## src/rtl/interrupt_sequencer.sv

```systemverilog
// CPU-side responder for the interrupt controller handle/clear handshake.
// Defers entry to an instruction boundary and keeps a LIFO of {return pc, id}.
module interrupt_sequencer #(
  parameter int          DEPTH        = 4,
  parameter logic [15:0] VECTOR_BASE  = 16'hFF00,
  parameter int          VECTOR_SHIFT = 2
) (
  input  logic                         clk,
  input  logic                         reset_n,
  input  logic                         int_enable,
  input  logic                         instr_boundary,
  input  logic [15:0]                  pc_in,
  input  logic                         rti,
  input  logic                         cpu_interrupt,
  input  logic [3:0]                   cpu_interrupt_id,
  output logic                         handle_interrupt,
  output logic                         clear_interrupt,
  output logic [3:0]                   clear_interrupt_id,
  output logic                         pc_load,
  output logic [15:0]                  pc_load_value,
  output logic                         in_interrupt,
  output logic [$clog2(DEPTH+1)-1:0]   depth,
  output logic                         protocol_error
);

  localparam int DW = $clog2(DEPTH + 1);
  localparam int AW = (DEPTH > 1) ? $clog2(DEPTH) : 1;

  localparam logic [0:0] IDLE    = 1'b0;
  localparam logic [0:0] LATCHED = 1'b1;

  logic [0:0]    state_reg;
  logic [DW-1:0] depth_reg;
  logic [3:0]    id_reg;
  logic          clear_reg;
  logic [3:0]    clear_id_reg;
  logic          pc_load_reg;
  logic [15:0]   pc_load_value_reg;
  logic          error_reg;

  logic [15:0] stack_pc [DEPTH];
  logic [3:0]  stack_id [DEPTH];

  logic          stack_full;
  logic          stack_empty;
  logic          do_pop;
  logic          do_take;
  logic          do_accept;
  logic          do_error;
  logic [AW-1:0] push_idx;
  logic [AW-1:0] pop_idx;
  logic [15:0]   vector;

  assign stack_full  = (depth_reg == DW'(DEPTH));
  assign stack_empty = (depth_reg == '0);
  assign push_idx    = AW'(depth_reg);
  assign pop_idx     = AW'(depth_reg - DW'(1));
  assign vector      = VECTOR_BASE + (16'(id_reg) << VECTOR_SHIFT);

  // A return always wins over a take on the same edge; the take simply waits.
  assign do_pop    = rti & ~stack_empty;
  assign do_take   = (state_reg == LATCHED) & instr_boundary & ~do_pop;
  assign do_accept = (state_reg == IDLE) & cpu_interrupt & ~stack_full;
  assign do_error  = (rti & stack_empty)
                   | (cpu_interrupt & ((state_reg == LATCHED) | stack_full));

  assign handle_interrupt = (state_reg == IDLE) & int_enable & ~stack_full
                          & ~cpu_interrupt & ~clear_reg;

  always_ff @(posedge clk) begin
    if (!reset_n) begin
      state_reg         <= IDLE;
      depth_reg         <= '0;
      id_reg            <= '0;
      clear_reg         <= 1'b0;
      clear_id_reg      <= '0;
      pc_load_reg       <= 1'b0;
      pc_load_value_reg <= '0;
      error_reg         <= 1'b0;
    end else begin
      clear_reg   <= 1'b0;
      pc_load_reg <= 1'b0;
      if (do_pop) begin
        depth_reg         <= depth_reg - DW'(1);
        pc_load_reg       <= 1'b1;
        pc_load_value_reg <= stack_pc[pop_idx];
        clear_reg         <= 1'b1;
        clear_id_reg      <= stack_id[pop_idx];
      end else if (do_take) begin
        depth_reg         <= depth_reg + DW'(1);
        pc_load_reg       <= 1'b1;
        pc_load_value_reg <= vector;
        state_reg         <= IDLE;
      end
      if (do_accept) begin
        id_reg    <= cpu_interrupt_id;
        state_reg <= LATCHED;
      end
      if (do_error) begin
        error_reg <= 1'b1;
      end
    end
  end

  // Stack storage carries no reset so it maps onto plain RAM.
  always_ff @(posedge clk) begin
    if (reset_n && do_take) begin
      stack_pc[push_idx] <= pc_in;
      stack_id[push_idx] <= id_reg;
    end
  end

  assign clear_interrupt    = clear_reg;
  assign clear_interrupt_id = clear_id_reg;
  assign pc_load            = pc_load_reg;
  assign pc_load_value      = pc_load_value_reg;
  assign in_interrupt       = ~stack_empty;
  assign depth              = depth_reg;
  assign protocol_error     = error_reg;

endmodule

```

## config.mk

```make
export PLATFORM = sky130hd
export DESIGN_NAME = interrupt_sequencer
export DESIGN_NICKNAME = d
export VERILOG_FILES = /design/src/rtl/interrupt_sequencer.sv
export SDC_FILE = /design/constraint.sdc
export NUM_CORES = 1
export LEC_CHECK = 0
export CAP_MARGIN = 10
export CORE_ASPECT_RATIO = 1.75
export CORE_MARGIN = 4
export CORE_UTILIZATION = 41
export DETAILED_ROUTE_END_ITERATION = 7
export GPL_TIMING_DRIVEN = 0
export SKIP_LAST_GASP = 1
export SLEW_MARGIN = 0
export SYNTH_ARGS = -nofsm -noshare
export SYNTH_HDL_FRONTEND = slang
export SYNTH_SLANG_ARGS = --single-unit
export TNS_END_PERCENT = 20
```

## constraint.sdc

```tcl
create_clock -name clk -period 2.3 [get_ports clk]
set_input_delay 0.46 -clock clk [delete_from_list [all_inputs] [get_ports clk]]
set_output_delay 0.46 -clock clk [all_outputs]
set_load 0.02 [all_outputs]
```

==> key figures, run 1 <==
Synth
  – Cell types with the largest area share after synthesis: edfxtp_1 57%, dfxtp_1 15%, mux4_2 6.9%
  – Main combinational cell family by area after synthesis: multiplexers
  – Library cell occupying the most area in the post-synthesis netlist: edfxtp_1
  – Synth Area in Simple Gates: 8.54%
  – Post-Synth Adder-Cell Area: 1.47%
  – Number of distinct library cells after synthesis: 33
  – Mux share of post-synthesis cell area: 11.5%
  – Net count after synthesis: 293
  – Netlist area before placement: 4250 um^2
  – Count of mapped cells out of synthesis: 262
  – Synth Area per Inst: 16.2 um^2
  – Xor/xnor cell area share of the yosys netlist: 0%
  – Area share of the leading cell type in the synthesized netlist: 56.6%
  – Count of warnings emitted by yosys: 0
  – Number of storage elements in the synthesis netlist: 111
  – Sequential share of the synthesized area: 71.2%
  – Compound-cell area share of the yosys netlist: 4.98%

Clocking
  – CTS Root Cell: clkbuf_16
  – CTS tree: done
  – Worst-Skew Late Latency: 0.34 ns
  – Worst-path clk slew: 0.07 ns
  – Num CTS Buffers: 9
  – # clock sinks: 111
  – # H-tree levels: 3
  – Buffers from clock root to sink, at most: 2

Timing
  – Max-slew violation count: 0
  – Worst setup skew after layout: 0.00636 ns
  – Time the worst path needs with I/O delays and setup: 2.23 ns
  – Headroom to the max-slew limit: 65.0%
  – Maximum frequency from static timing analysis: 449 MHz
  – Final count of hold timing violations: 0
  – Unrepaired setup endpoints after global routing: no
  – Slew of the pin with the lowest slew margin: 0.525 ns
  – Post-route clock period utilization: 96.9%
  – Final number of setup-violating endpoints: 0

Pwr
  – Total Power Consumption: 6.10 mW
  – PD cells: 1160 nW/um^2
  – Leakage power figure: 1.87 nW
  – Worst IR drop on VDD: 551 uV

Detailed routing
  – Routed wire length per instance: 18.6 um
  – Violation count after the first detailed-routing iteration: 122
  – Vias per inst: 5.24
  – TritonRoute pass-1 iters: 4
  – Vias after detailed routing: 2,402
  – Routed Wire Length: 8.50 mm
  – Residual DRC: 0
  – Antenna Violating Nets Remaining: 0

Final layout
  – Total inserted antenna cells: 0
  – Proportion of layout cells with a drive suffix above 1: 14.7%
  – Number of nets in the layout: 359
  – Number of non-filler instances in the completed layout: 458
  – Post-layout instance area: 5270 um^2
  – Layout overhead on the synthesized area: 24.1%
  – Largest register FFs: 64

Critical path
  – Path depth of the worst reg2reg path: 7
  – Startpoint-to-endpoint class of the critical path: reg2out
  – Signal arrival time at the worst endpoint: 1.77 ns
  – Critical path launch point type: register
  – Slack of the worst reg-to-reg path: 0.13 ns
  – Origin of the critical flop-to-flop path: depth[0]
  – Capture instance of the worst register-to-register path: stack_pc[3][7]
  – Worst Path Required: 1.84 ns
  – Maximum fanout along the worst path: 10
  – Kind of end point of the critical path: primary output

Floorplan
  – Number of core rows: 48
  – Floorplan core area: 9970 um^2
  – Floorplan die area: 12,100 um^2
  – Width of the chip: 84.9 um
  – Top Ports: 54
  – Die Ht: 143 um
  – Initial cell density of the core: 42.6%

Global routing
  – Global-route wire length before repair: 13.3 mm
  – Vias in the first global route: 2,552
  – Initial antenna violation count: 0
  – GRT Overall Usage: 14.7%
  – Largest net degree at the start of global routing: 21
  – GR Overflow Total: 0

Placed design
  – Total placed instance area: 4940 um^2
  – Final HPWL DP: 5.77 mm
  – Cell count after placement: 440
  – Total of buffers placed on input and output ports: 53
  – Weighted congestion reported at the end of routability-driven placement: 0.746

Job
  – Number of max-cap violations: 0

Min path
  – Type of the most critical hold path: reg2reg
  – Worst Min Path Start: clear_interrupt_id[0]
  – End point of the most critical hold path: clear_interrupt_id[0]
  – Count of cells along the worst hold path: 2

Outcome
  – Status: completed
==> Yosys cell counts <==
cell and instances:
clkbuf_1 4, and3_1 5, a21oi_1 1, nand2b_1 1, nor2_1 17, ha_1 5
a31oi_1 1, nor4b_1 1, a221oi_1 1, buf_6 3, nor2b_1 1, edfxtp_1 80
nand2b_4 1, and2_1 6, mux4_1 7, o211a_1 4, o31a_1 1, o21ai_1 3
dfxtp_1 31, a21o_1 1, clkbuf_2 1, a21boi_0 6, buf_2 4, o31ai_1 8
buf_1 1, nand2_1 28, mux2i_1 1, nor3_1 1, o21ai_0 3, nand3_1 17
inv_1 4, buf_4 1, mux4_2 13
==> timing repair <==
action,in CTS,in global routing
gates resized for setup,12,9
hold buffers,0,0
setup buffers,0,2
pin swaps,0,0
setup endpoints to repair,99,91
hold endpoints to repair,0,0
==> layout by cell type (no fill, tap or decap), drive strengths merged, types with 2 or more instances in the layout <==
| cell | synthesis | layout |
|---|---|---|
| nor2 | 17 | 17 |
| edfxtp | 80 | 80 |
| clkdlybuf4s50 | 0 | 51 |
| o31ai | 8 | 8 |
| a21boi | 6 | 6 |
| and3 | 5 | 5 |
| nand2b | 2 | 2 |
| ha | 5 | 5 |
| nand2 | 28 | 28 |
| nand3 | 17 | 17 |
| dfxtp | 31 | 31 |
| inv | 4 | 7 |
| clkinv | 0 | 2 |
| clkinvlp | 0 | 2 |
| mux4 | 20 | 20 |
| and2 | 6 | 6 |
| clkbuf | 5 | 14 |
| o21ai | 6 | 6 |
| buf | 9 | 12 |
| o211a | 4 | 4 |
==> power by group <==
| part | switching (mW) | leakage (nW) | total (mW) | internal [mW] |
|---|---|---|---|---|
| logic | 1.07 | 0.759 | 2.11 | 1.04 |
| registers | 0.155 | 0.979 | 2.54 | 2.39 |
| clock network | 0.704 | 0.133 | 1.45 | 0.746 |
| total | 1.93 | 1.87 | 6.10 | 4.17 |
==> logic make-up after synthesis <==
group / count (synthesis)
flip-flops: 111
AND/OR/NAND/NOR: 78
AO/OA/AOI/OAI: 29
multiplexers: 21
buffers and inverters: 18
adder cells (fa/ha/maj): 5
==> layer usage <==
layer  wire, um  global-route usage (%)  part of all wire (%)
met5          0                       0                     0
met4        166                    6.42                   2.0
met3        283                    2.94                   3.3
met2       4810                    27.8                    57
met1       3240                    15.6                    38
==> worst max-delay path by stage <==
stage | cells past startpoint | end | from | slack [ns]
floorplan | 7 | stack_id[1][0] | depth[0] | -0.12
global placement | 7 | stack_pc[3][13] | depth[0] | -0.74
detailed placement | 7 | stack_pc[3][6] | depth[0] | -0.74
CTS | 7 | stack_pc[3][7] | depth[0] | -0.20
global route | 6 | handle_interrupt | depth[0] | 0.003
finish | 6 | handle_interrupt | depth[0] | 0.07
==> worst max-delay path, stage by stage, from the launching register on <==
cell and delay [ns]:
dfxtp_4 0.37, buf_12 0.14, inv_1 0.12, ha_4 0.20
a21o_1 0.20, nor4b_2 0.21, buf_4 0.18
==> through the flow <==
| stage | TNS [ns] | setup slack [ns] | util [%] | hold WS (ns) |
|---|---|---|---|---|
| 6_report | 0 | 0.0713 | 52.9 | 0.461 |
| 5_1_grt | 0 | 0.00348 | 52.9 | 0.494 |
| 4_1_cts | -14.40 | -0.204 | 52.4 | 0.460 |
| 3_5_place_dp | -50.95 | -0.744 | 49.6 | 0.448 |
| 3_3_place_gp | -49.47 | -0.737 | 49.6 | 0.446 |
| 2_1_floorplan | -7.18 | -0.119 | - | 0.482 |
==> cell type report <==
class	count	area [um^2]
clock buffer	9	225
clock inverter	7	55.1
tap	125	156
fill	874	4700
multi-input combinational	133	1150
inverter	4	15.0
sequential	111	3030
buffer	14	97.6
timing repair buffer	55	542
Power figures use the tool's default switching activity.
==> inputs of run 2 (changes only) <==
Settings changed: REMOVE_ABC_BUFFERS from default to 1, SETUP_SLACK_MARGIN from default to 0.5, SKIP_LAST_GASP 1 to default.
==> key figures, run 2 (synthesis gave the netlist of run 1 again) <==
Pwr
  – Switching power share of the total: 32.0%
  – Leakage power figure: 1.94 nW
  – Combinational fraction of design power: 36.8%
  – Total Power Consumption: 6.22 mW
  – PD cells: 1170 nW/um^2
  – Part of the power in the clock network: 22.3%
  – Worst IR drop on VDD: 785 uV
  – Switching power total: 1.99 mW
  – Internal power contribution: 4.23 mW
  – Flop pwr share: 40.8%

Global routing
  – Initial antenna violation count: 0
  – Global-route wire length before repair: 14.3 mm
  – GR Overflow Total: 0
  – Vias in the first global route: 2,480
  – Largest net degree at the start of global routing: 34
  – GRT Overall Usage: 15.8%

Critical path
  – Kind of end point of the critical path: primary output
  – Critical path launch point type: register
  – Cell class contributing the biggest share of worst-path delay: flip-flops
  – Critical Path, Cell by Cell: inv_4 > ha_4 > a21o_1 > nor4b_2 > buf_4
  – Signal arrival time at the worst endpoint: 1.51 ns
  – Buf+Inv Stages, Crit Path: 2
  – Slack of the worst reg-to-reg path: 0.48 ns
  – Path depth of the worst reg2reg path: 7
  – Origin of the critical flop-to-flop path: depth[0]
  – Worst Path Required: 1.84 ns
  – Startpoint-to-endpoint class of the critical path: reg2out
  – Maximum fanout along the worst path: 3
  – Capture instance of the worst register-to-register path: stack_pc[3][5]
  – Master of the slowest instance on the critical path: dfxtp_4
  – Critical Path Max Stage Delay: 0.36 ns

Placed design
  – Final HPWL DP: 5.04 mm
  – Total of buffers placed on input and output ports: 53
  – Total placed instance area: 4850 um^2
  – Weighted congestion reported at the end of routability-driven placement: 0.688

Final layout
  – Most frequent standard cell in the layout excluding fill and tap cells: edfxtp_1
  – Total inserted antenna cells: 0
  – Final core occ: 53.5%
  – Fill cell instance count of the final layout: 851
  – Largest register FFs: 64
  – Number of nets in the layout: 361
  – Commonest cells after routing, fill and taps aside: 80 x edfxtp_1, 45 x clkdlybuf4s50_1, 29 x dfxtp_1
  – Post-layout instance area: 5340 um^2
  – Proportion of layout cells with a drive suffix above 1: 18.5%
  – Layout overhead on the synthesized area: 25.6%

Floorplan
  – Top Ports: 54
  – Initial cell density of the core: 42.6%
  – Floorplan core area: 9970 um^2
  – Floorplan die area: 12,100 um^2
  – Die Ht: 143 um
  – Width of the chip: 84.9 um
  – Number of core rows: 48

Detailed routing
  – Vias per inst: 5.42
  – Antenna Violating Nets Remaining: 0
  – Vias after detailed routing: 2,492
  – Routed wire length per instance: 20.6 um
  – Violation count after the first detailed-routing iteration: 199
  – TritonRoute pass-1 iters: 4
  – Residual DRC: 0
  – Routed Wire Length: 9.48 mm

Timing
  – Headroom to the max-slew limit: 54.9%
  – Time the worst path needs with I/O delays and setup: 1.97 ns
  – Final count of hold timing violations: 0
  – Final number of setup-violating endpoints: 0
  – Worst slack on hold paths: 0.454 ns
  – Slew of the pin with the lowest slew margin: 0.677 ns
  – Unrepaired setup endpoints after global routing: yes
  – Maximum frequency from static timing analysis: 509 MHz
  – Post-route clock period utilization: 85.5%
  – Max-slew violation count: 0
  – Worst setup skew after layout: 0.00620 ns
  – Setup TNS: 0 ns

Min path
  – Type of the most critical hold path: reg2reg
  – Worst Min Path Start: clear_interrupt_id[0]
  – Count of cells along the worst hold path: 2
  – End point of the most critical hold path: clear_interrupt_id[0]

Clocking
  – Hold-fix buffers, CTS: 0
  – CTS tree: done
  – # H-tree levels: 3
  – Buffers from clock root to sink, at most: 2
  – CTS Root Cell: clkbuf_16
  – Worst-path clk slew: 0.07 ns
  – # clock sinks: 111
  – Num CTS Buffers: 9
  – Worst-Skew Late Latency: 0.34 ns

Job
  – Number of max-cap violations: 0

Outcome
  – Status: completed
-- run 2: changes by cell type in the layout (fill, tap and decap cells not counted), moves of 3 or more --
cell             delta
and2_2              +4
and2_4              +5
buf_2               -4
buf_4               +7
buf_6               -3
clkdlybuf4s50_1     -6
inv_6               -3
-- run 2: worst max-delay path by stage --
stage	from	endpoint	slack, ns	depth (start not counted)
after floorplan	depth[0]	stack_id[0][0]	-0.90	6
after global placement	depth[0]	stack_pc[3][4]	-2.07	6
after detailed placement	depth[0]	stack_pc[3][4]	-1.43	6
after CTS	depth[1]	handle_interrupt	0.34	5
after global routing	depth[0]	handle_interrupt	0.27	5
final	depth[0]	handle_interrupt	0.33	5
-- run 2: per-stage QoR --
step           setup WS (ns)  std cells
3_5_place_dp           -1.43        426
2_1_floorplan         -0.904        248
4_1_cts                0.344        453
3_3_place_gp           -2.07        426
5_1_grt                0.271        460
6_report               0.334        460
-- run 2: area by class of cell --
| cell class | count | area (um^2) | area share [%] |
|---|---|---|---|
| inverter | 4 | 20.0 | 0.375 |
| multi-input combinational | 141 | 1250 | 23.4 |
| clock buffer | 12 | 236 | 4.43 |
| timing repair buffer | 63 | 622 | 11.7 |
| clock inverter | 4 | 23.8 | 0.446 |
| sequential | 111 | 3030 | 56.8 |
| tap | 125 | 156 | 2.93 |
-- run 2: worst reg2reg max path, stage by stage, from the launching register on --
cell      delay [ns]
dfxtp_4         0.35
inv_4           0.07
ha_4            0.16
buf_12          0.10
nand2b_4        0.11
nand2_8         0.14
and3_4          0.28
and2_2          0.31
-- run 2: power by group through the flow --
stage,registers (mW),logic (mW),clock network [mW]
final,2.54,2.29,1.39
after global routing,2.57,2.45,1.50
after CTS,2.54,2.21,1.44
after detailed placement,2.67,1.89,0
after global placement,2.66,1.87,0
after floorplan,2.82,0.942,0
-- run 2: timing repair --
item	in CTS	in global routing
setup endpoints to repair	118	97
pin swaps	7	4
gates resized for setup	40	10
buffers inserted	6	4
cloned	5	3
-- run 2: routing by layer --
layer | track usage (%) | routed length [um]
met1 | 18.6 | 3690
met2 | 28.4 | 5120
met3 | 3.12 | 433
met4 | 5.75 | 238
met5 | 0 | 0
==> inputs of run 3 (changes only) <==
Settings changed: CAP_MARGIN 10 to 20.
==> key figures, run 3 (synthesis gave the netlist of run 1 again) <==
Global routing
  – GR Overflow Total: 0
  – Vias in the first global route: 2,514
  – Global-route wire length before repair: 14.0 mm
  – Largest net degree at the start of global routing: 27
  – Initial antenna violation count: 0
  – GRT Overall Usage: 15.5%

Timing
  – Headroom to the max-slew limit: 52.2%
  – Unrepaired setup endpoints after global routing: yes
  – Setup TNS: 0 ns
  – Final count of hold timing violations: 0
  – Worst setup skew after layout: 0.00582 ns
  – Final number of setup-violating endpoints: 0
  – Max-slew violation count: 0
  – Post-route clock period utilization: 85.2%
  – Maximum frequency from static timing analysis: 510 MHz
  – Worst slack on hold paths: 0.455 ns
  – Time the worst path needs with I/O delays and setup: 1.96 ns
  – Slew of the pin with the lowest slew margin: 0.718 ns

Critical path
  – Critical Path, Cell by Cell: inv_2 > ha_4 > a21o_1 > nor4b_2 > buf_4
  – Master of the slowest instance on the critical path: dfxtp_4
  – Critical Path Max Stage Delay: 0.35 ns
  – Kind of end point of the critical path: primary output
  – Startpoint-to-endpoint class of the critical path: reg2out
  – Maximum fanout along the worst path: 4
  – Signal arrival time at the worst endpoint: 1.50 ns
  – Worst Path Required: 1.84 ns
  – Critical path launch point type: register

Final layout
  – Layout overhead on the synthesized area: 26.1%
  – Fill cell instance count of the final layout: 865
  – Total inserted antenna cells: 0
  – Most frequent standard cell in the layout excluding fill and tap cells: edfxtp_1
  – Commonest cells after routing, fill and taps aside: 80 x edfxtp_1, 47 x clkdlybuf4s50_1, 29 x dfxtp_1
  – Number of nets in the layout: 357
  – Proportion of layout cells with a drive suffix above 1: 16.9%
  – Largest register FFs: 64

Clocking
  – # H-tree levels: 3
  – # clock sinks: 111
  – CTS tree: done
  – Worst-Skew Late Latency: 0.34 ns
  – CTS Root Cell: clkbuf_16
  – Hold-fix buffers, CTS: 0
  – Worst-path clk slew: 0.07 ns
  – Num CTS Buffers: 9
  – Buffers from clock root to sink, at most: 2

Floorplan
  – Floorplan die area: 12,100 um^2
  – Floorplan core area: 9970 um^2
  – Top Ports: 54
  – Initial cell density of the core: 42.6%
  – Number of core rows: 48
  – Die Ht: 143 um
  – Width of the chip: 84.9 um

Placed design
  – Weighted congestion reported at the end of routability-driven placement: 0.688
  – Total of buffers placed on input and output ports: 53
  – Final HPWL DP: 5.27 mm

Detailed routing
  – Violation count after the first detailed-routing iteration: 195
  – Residual DRC: 0
  – Vias after detailed routing: 2,439
  – TritonRoute pass-1 iters: 4
  – Vias per inst: 5.35
  – Routed wire length per instance: 19.6 um
  – Antenna Violating Nets Remaining: 0
  – Routed Wire Length: 8.95 mm

Min path
  – Type of the most critical hold path: reg2reg

Pwr
  – Total Power Consumption: 6.18 mW
  – Leakage power figure: 1.92 nW
  – Worst IR drop on VDD: 688 uV
  – PD cells: 1150 nW/um^2

Outcome
  – Status: completed

Job
  – Number of max-cap violations: 0
## run 3: per-stage QoR
stage          setup slack [ns]  cells  instance area, um^2  utilization (%)
5_1_grt                   0.264    456                 5360             53.7
4_1_cts                   0.331    453                 5330             53.5
3_5_place_dp              -1.40    430                 4920             49.4
6_report                  0.339    456                 5360             53.7
2_1_floorplan            -0.904    248                 4160                -
3_3_place_gp              -2.07    426                 4850             48.6
## run 3: critical path, delay by kind of cell, from the launching register on
family,cells,cell delay [ns]
compound gates,1,0.18
fa+ha+maj,1,0.18
buf+inv,2,0.24
flops,1,0.35
simple gates,1,0.21
## run 3: final timing paths
check,slack (ns),to,from,cells after the start
max,0.34,handle_interrupt,depth[0],5
min reg2reg,0.45,clear_interrupt_id[0],clear_interrupt_id[0],2
min,0.45,clear_interrupt_id[0],clear_interrupt_id[0],2
max reg2reg,0.47,depth[0],depth[0],6
## run 3: what timing repair did
item                       CTS  global route
setup endpoints to repair  118            84
setup buffers                6             2
resized for setup           31             1
gates cloned                 1             1
pin swaps                    2             2
## run 3: final cells by class
cell class                 instances  area (um^2)  area share [%]
sequential                       111         3030            56.5
multi-input combinational        135         1190            22.3
timing repair buffer              65          674            12.6
clock buffer                      14          274            5.12
tap                              125          156            2.92
inverter                           4         15.0           0.280
clock inverter                     2         13.8           0.257
## run 3: power by group
part	total [mW]	switching [mW]	internal (mW)
Combinational	2.16	1.14	1.02
Clock	1.49	0.664	0.825
Sequential	2.53	0.142	2.39
## run 3: per-layer routing
metal / part of all wire, % / GRT usage (%) / up-vias
li1: - / - / 1132
met1: 39 / 18.1 / 1223
met2: 55 / 27.7 / 67
met3: 4.3 / 2.71 / 17
met4: 2.2 / 6.51 / 0
met5: 0 / 0 / -
==> patch 1, RTL diff (settings of run 1) <==
Reset style: asynchronous (`reset_n`), changed in one clocked block.
--- a/src/rtl/interrupt_sequencer.sv
+++ b/src/rtl/interrupt_sequencer.sv
@@ -68,5 +68,5 @@
                           & ~cpu_interrupt & ~clear_reg;
 
-  always_ff @(posedge clk) begin
+  always_ff @(posedge clk or negedge reset_n) begin
     if (!reset_n) begin
       state_reg         <= IDLE;
Function: differs if reset_n is asserted again (counterexample within 4 cycles, from zero or initial values and one cycle with reset_n low); with reset_n held inactive, the same outputs for 10 cycles.
==> patch 1 against run 1 <==
Synthesized cell count down 19%. Count of clock-buffer cells in the layout up 3. Global-route usage down 0.75 points. Final area up 1.9%. Sequential cell count unchanged. Cell count down 9.6%. Power up 12%. Wire length up 1.2%. Die area up 0.99%. Worst setup slack worse by 0.030 ns. Worst hold slack worse by 0.26 ns. Synthesized area up 1.1%.
==> patch 1: results (changes against run 1) <==
* Buffers on Ports at 52 (was 53)
* Vias in the first global route at 2315 (was 2552)
* Max IR drop VDD at 0.000563 V (was 0.000551 V)
* Worst-case clock buffer depth at 2 (unchanged)
* GRT overflow at 0 (unchanged)
* Yosys warns at 0 (unchanged)
* Clk slew on worst S/H paths at 0.07 ns (about the same)
* Post-DP HPWL at 5130 µm (was 5770 µm)
* Fillers at 825 (was 874)
* Ys async rst share at 27.9% (was 0%)
* TritonRoute pass-1 iters at 4 (unchanged)
* Sequential element share of the synthesized area at 74.1% (was 71.2%)
* Initial DRC count at 114 (was 122)
* Final GP Congestion at 0.763 (was 0.746)
* Number of synthesized flops with an enable pin at 80 (unchanged)
* Nets at 313 (was 359)
* Max reg flops at 64 (unchanged)
* Mapped Nets at 243 (was 293)
* Largest net degree at the start of global routing at 33 (was 21)
* Top post-synthesis cells by area: edfxtp_1 56%, dfrtp_1 18%, mux4_2 6.8%, mux4_1 4.3%, mux2_2 1.8% (was edfxtp_1 57%, dfxtp_1 15%, mux4_2 6.9%, mux4_1 4.3%, nand2_1 2.5%)
* CTS buffer count at 9 (unchanged)
* Slew at the pin closest to its max-slew limit at 0.799 ns (was 0.525 ns)
* H-tree lvl count at 3 (unchanged)
* Synth cell count leaders: 80 x edfxtp_1, 31 x dfrtp_1, 13 x mux4_2 (was 80 x edfxtp_1, 31 x dfxtp_1, 28 x nand2_1)
* Cells after Synth at 212 (was 262)
* Cell variety after synth at 35 (was 33)
* Clock root buffer: clkbuf_16 (unchanged)
* Global-route wire length before repair at 12600 µm (was 13300 µm)
* Vias per inst at 5.36 (was 5.24)
* Area after DPL at 4970 µm² (was 4940 µm²)
* ANT cells at 0 (unchanged)
* Final worst clock skew at 0.00756 ns (was 0.00636 ns)
* Leakage at 1.93 nW (was 1.87 nW)
* Critical-path maximum fanout at 10 (unchanged)
* Status: finished, final reports clean (unchanged)
* Synth Cell Area at 4290 µm² (was 4250 µm²)
* Antenna violations before repair at 0 (unchanged)
* Worst Path Arrival at 1.80 ns (was 1.77 ns)
* Total wire length at 8600 µm (was 8500 µm)
* Inst Count DP at 391 (was 440)
* Dpl ws at -0.764 ns (was -0.744 ns)
* Worst Hold Class: in -> async (was reg -> reg)
* DR WL/cell at 20.8 µm (was 18.6 µm)
* Layout cell share with drive strength beyond 1 at 23.0% (was 14.7%)
* Clk Latency, worst-skew pair at 0.33 ns
* GRT Overall Usage at 14.0% (was 14.7%)
==> patch 1: cell count changes in the layout (fill, tap and decap cells not counted), sizes merged, moves of 11 or more <==
cell / before / now
nand2: 28 / 5
nor2: 17 / 2
nand3: 17 / 6
dfxtp: 31 / 0
dfrtp: 0 / 31
==> patch 1: path summary, 6_finish.rpt <==
check / start / to / slack (ns) / cells past startpoint
min in group clk: pc_load_value[8]$_DFFE_PN0P_ / pc_load_value[8]$_DFFE_PN0P_ / 0.50 / 1
worst min register to register: pc_load_value[8]$_DFFE_PN0P_ / pc_load_value[8]$_DFFE_PN0P_ / 0.50 / 1
worst max register to register: depth[0]$_DFFE_PN0P_ / stack_id[2][0]$_DFFE_PP_ / 0.06 / 7
worst max-delay path: depth[0]$_DFFE_PN0P_ / in_interrupt / 0.04 / 6
worst min-delay path: reset_n / pc_load$_DFF_PN0_ / 0.21 / 1
max in group asynchronous: reset_n / depth[0]$_DFFE_PN0P_ / 1.54 / 1
==> patch 1: what timing repair did <==
| action | 4_1_cts | 5_1_grt |
|---|---|---|
| gates resized for setup | 8 | 16 |
| hold buffers | 0 | 0 |
| buffers inserted | 1 | 0 |
| hold endpoints to repair | 0 | 0 |
| setup endpoints to repair | 101 | 90 |
| pin swaps | 0 | 5 |
| gates cloned | 0 | 6 |
==> patch 1: where the power goes <==
group | internal, mW | switching [mW] | total, mW
registers | 2.52 | 0.221 | 2.74
logic | 1.25 | 1.20 | 2.45
clock network | 0.991 | 0.664 | 1.66
total | 4.76 | 2.09 | 6.85
==> patch 1: kinds of logic after synthesis <==
group	after synthesis	share of synthesized area, %
AO/OA/AOI/OAI	27	4.90
flip-flops	111	74.1
adder cells (fa/ha/maj)	5	1.46
AND/OR/NAND/NOR	22	3.21
buffers and inverters	13	1.75
multiplexers	32	14.2
XOR/XNOR	2	0.408
==> patch 1: cell type report <==
class / instances / area [µm²] / share of cell area (%)
Multi-Input combinational cell: 94 / 1120 / 20.8
Clock inverter: 4 / 77.6 / 1.44
Timing Repair Buffer: 53 / 513 / 9.55
Sequential cell: 111 / 3180 / 59.2
Clock buffer: 12 / 246 / 4.59
Inverter: 6 / 27.5 / 0.512
Buffer: 7 / 52.6 / 0.978
Tap cell: 127 / 159 / 2.96
==> patch 1: critical path, stage by stage, from the launching register on <==
cell	delay, ns
dfrtp_2	0.41
buf_6	0.16
inv_1	0.11
ha_2	0.28
nor2b_4	0.21
inv_4	0.11
clkbuf_2	0.17
==> patch 1: routing by layer <==
layer	wire, µm	share of wire (%)	vias to the layer above	GRT usage (%)
met5	0	0	-	0
met4	231	2.7	0	6.67
met3	340	4.0	17	2.64
met2	4530	53	71	24.5
met1	3500	41	1128	16.4
li1	-	-	1002	-
==> patch 2, RTL diff (settings of run 1) <==
Without the edit above. Change the parameter `DEPTH` from 4 to 8.
--- a/src/rtl/interrupt_sequencer.sv
+++ b/src/rtl/interrupt_sequencer.sv
@@ -2,5 +2,5 @@
 // Defers entry to an instruction boundary and keeps a LIFO of {return pc, id}.
 module interrupt_sequencer #(
-  parameter int          DEPTH        = 4,
+  parameter int          DEPTH        = 8,
   parameter logic [15:0] VECTOR_BASE  = 16'hFF00,
   parameter int          VECTOR_SHIFT = 2
Interface: changed (resized depth); port bits go from 54 to 55. The function was not compared with the original's and may differ.
==> patch 2 against run 1 <==
Cell count up 74%. Sequential cell count up 81. Final area up 83%. Count of clock-buffer cells in the layout up 10. Synthesized area up 76%. Maximum frequency down 0.44%. Power up 86%. Via count up 81%. First-iteration DRC count up 100%. Sequential share of layout area down 0.96 points. Wire length up 110%. Non-clock buffer count up 49. Worst setup slack worse by 0.0099 ns. Largest cell class unchanged.
==> patch 2: results (changes against run 1) <==
* Status: finished, final reports clean (unchanged)
* CTS buffer count at 17 (was 9)
* Cell count of the worst hold path at 2 (unchanged)
* Max_slew headroom at 36.5% (was 65.0%)
* Nets at 577 (was 359)
* Top post-synthesis cells by area: edfxtp_1 64%, mux4_2 10%, dfxtp_1 8.6%, mux2i_1 2.4%, nor3b_1 1.3% (was edfxtp_1 57%, dfxtp_1 15%, mux4_2 6.9%, mux4_1 4.3%, nand2_1 2.5%)
* Vias in the first global route at 4655 (was 2552)
* Post-DP HPWL at 10400 µm (was 5770 µm)
* Worst-case clock buffer depth at 2 (unchanged)
* Number of synthesized flops with an enable pin at 160 (was 80)
* Critical-path maximum fanout at 10 (unchanged)
* Mapped Nets at 459 (was 293)
* Layout cell share with drive strength beyond 1 at 28.0% (was 14.7%)
* Global-route wire length before repair at 27400 µm (was 13300 µm)
* Leakage at 3.13 nW (was 1.87 nW)
* Critical path's largest stage delay at 0.41 ns (was 0.37 ns)
* Sequential element share of the synthesized area at 72.9% (was 71.2%)
* Ys flop type: edfxtp_1 (unchanged)
* R2R depth at 8 (was 7)
* Reg2reg start: depth[0]$_SDFFE_PN0P_ (unchanged)
* GRT Overall Usage at 18.6% (was 14.7%)
* H-tree lvl count at 4 (was 3)
* Final worst clock skew at 0.0124 ns (was 0.00636 ns)
* Clk Latency, worst-skew pair at 0.43 ns (was 0.34 ns)
* Max IR drop VDD at 0.000644 V (was 0.000551 V)
* Max reg flops at 128 (was 64)
* Clock root buffer: clkbuf_16 (unchanged)
* R2r setup slk at 0.08 ns (was 0.13 ns)
* Initial DRC count at 249 (was 122)
* ANT cells at 0 (unchanged)
* Hold Crit Endpoint: pc_load_value[0]$_SDFFE_PN0P_ (was clear_interrupt_id[0]$_SDFFE_PN0P_)
* Ys async rst share at 0% (unchanged)
* Final GP Congestion at 0.796 (was 0.746)
* Cell variety after synth at 39 (was 33)
* Synth cell count leaders: 160 x edfxtp_1, 34 x mux4_2, 32 x dfxtp_1 (was 80 x edfxtp_1, 31 x dfxtp_1, 28 x nand2_1)
* Critical Path Slowest Stage Cell: dfxtp_4 (unchanged)
* Via count at 4340 (was 2402)
* Largest net degree at the start of global routing at 19 (was 21)
* Hold path startpoint: pc_load_value[0]$_SDFFE_PN0P_ (was clear_interrupt_id[0]$_SDFFE_PN0P_)
* DR WL/cell at 22.6 µm (was 18.6 µm)
* Delay-heaviest family, CP: buffers and inverters (unchanged)
* Buffers on Ports at 52 (was 53)
* Antenna violations before repair at 0 (unchanged)
* FF-to-FF End: pc_load_value[4]$_SDFFE_PN0P_ (was stack_pc[3][7]$_DFFE_PP_)
-- patch 2: area by class of cell --
class / count / area, µm²
Timing Repair Buffer: 96 / 1070
Tap cell: 234 / 293
Sequential cell: 192 / 5460
Fill cell: 1414 / 8310
Inverter: 7 / 38.8
Clock buffer: 19 / 433
Buffer: 22 / 135
Clock inverter: 13 / 149
Multi-Input combinational cell: 212 / 2080
-- patch 2: worst min-delay path, delay by kind of cell, from the launching register on --
kind	cells	cell delay (ns)
AND/OR/NAND/NOR	1	0.05
flip-flops	1	0.32
AO/OA/AOI/OAI	1	0.06
-- patch 2: worst max-delay path by stage --
stage                               start                        end  slack (ns)  cells after the start
finish              depth[2]$_SDFFE_PN0P_           handle_interrupt        0.06                      5
global route        depth[0]$_SDFFE_PN0P_           handle_interrupt      -0.004                      5
detailed placement  depth[0]$_SDFFE_PN0P_   stack_pc[1][8]$_DFFE_PP_       -0.93                     11
global placement    depth[0]$_SDFFE_PN0P_  stack_pc[1][15]$_DFFE_PP_       -1.15                     10
floorplan           depth[0]$_SDFFE_PN0P_   stack_id[0][0]$_DFFE_PP_       -0.46                     10
CTS                 depth[0]$_SDFFE_PN0P_           handle_interrupt       -0.03                      7
-- patch 2: power breakdown --
part	total (mW)	leakage, nW	internal (mW)	switching [mW]
Sequential	4.28	1.71	4.07	0.210
Clock	2.88	0.281	1.54	1.34
Combinational	4.19	1.14	1.97	2.22
-- patch 2: timing repair --
action,in CTS,in global routing
setup endpoints to repair,184,175
hold buffers,0,0
resized for setup,31,13
gates cloned,6,1
pin swaps,17,6
buffers inserted,35,6
-- patch 2: routing by layer --
layer / up-vias / track usage, % / part of all wire, %
met4: 0 / 7.30 / 3.4
li1: 1938 / - / -
met3: 39 / 4.29 / 5.1
met1: 2223 / 21.4 / 37
met2: 140 / 32.7 / 55
met5: - / 0 / 0
-- patch 2: cell families after synthesis --
kind of cell / count (synthesis) / synth area share [%]
fa+ha+maj: 3 / 0.502
mux: 55 / 13.1
flops: 192 / 72.9
xor+xnor: 2 / 0.335
buf+inv: 32 / 2.09
simple gates: 95 / 6.70
compound gates: 51 / 4.40
-- patch 2: through the flow --
stage                     hold WS (ns)  instances  utilization, %  cell area, µm²  worst slack [ns]
after detailed placement         0.466        718            47.2            8490            -0.932
after global routing             0.512        795            53.8            9660          -0.00377
after global placement           0.464        716            46.9            8430             -1.15
after floorplan                  0.487        430               -            7620            -0.464
after CTS                        0.467        790            53.5            9610           -0.0303
final                            0.476        795            53.8            9660            0.0614
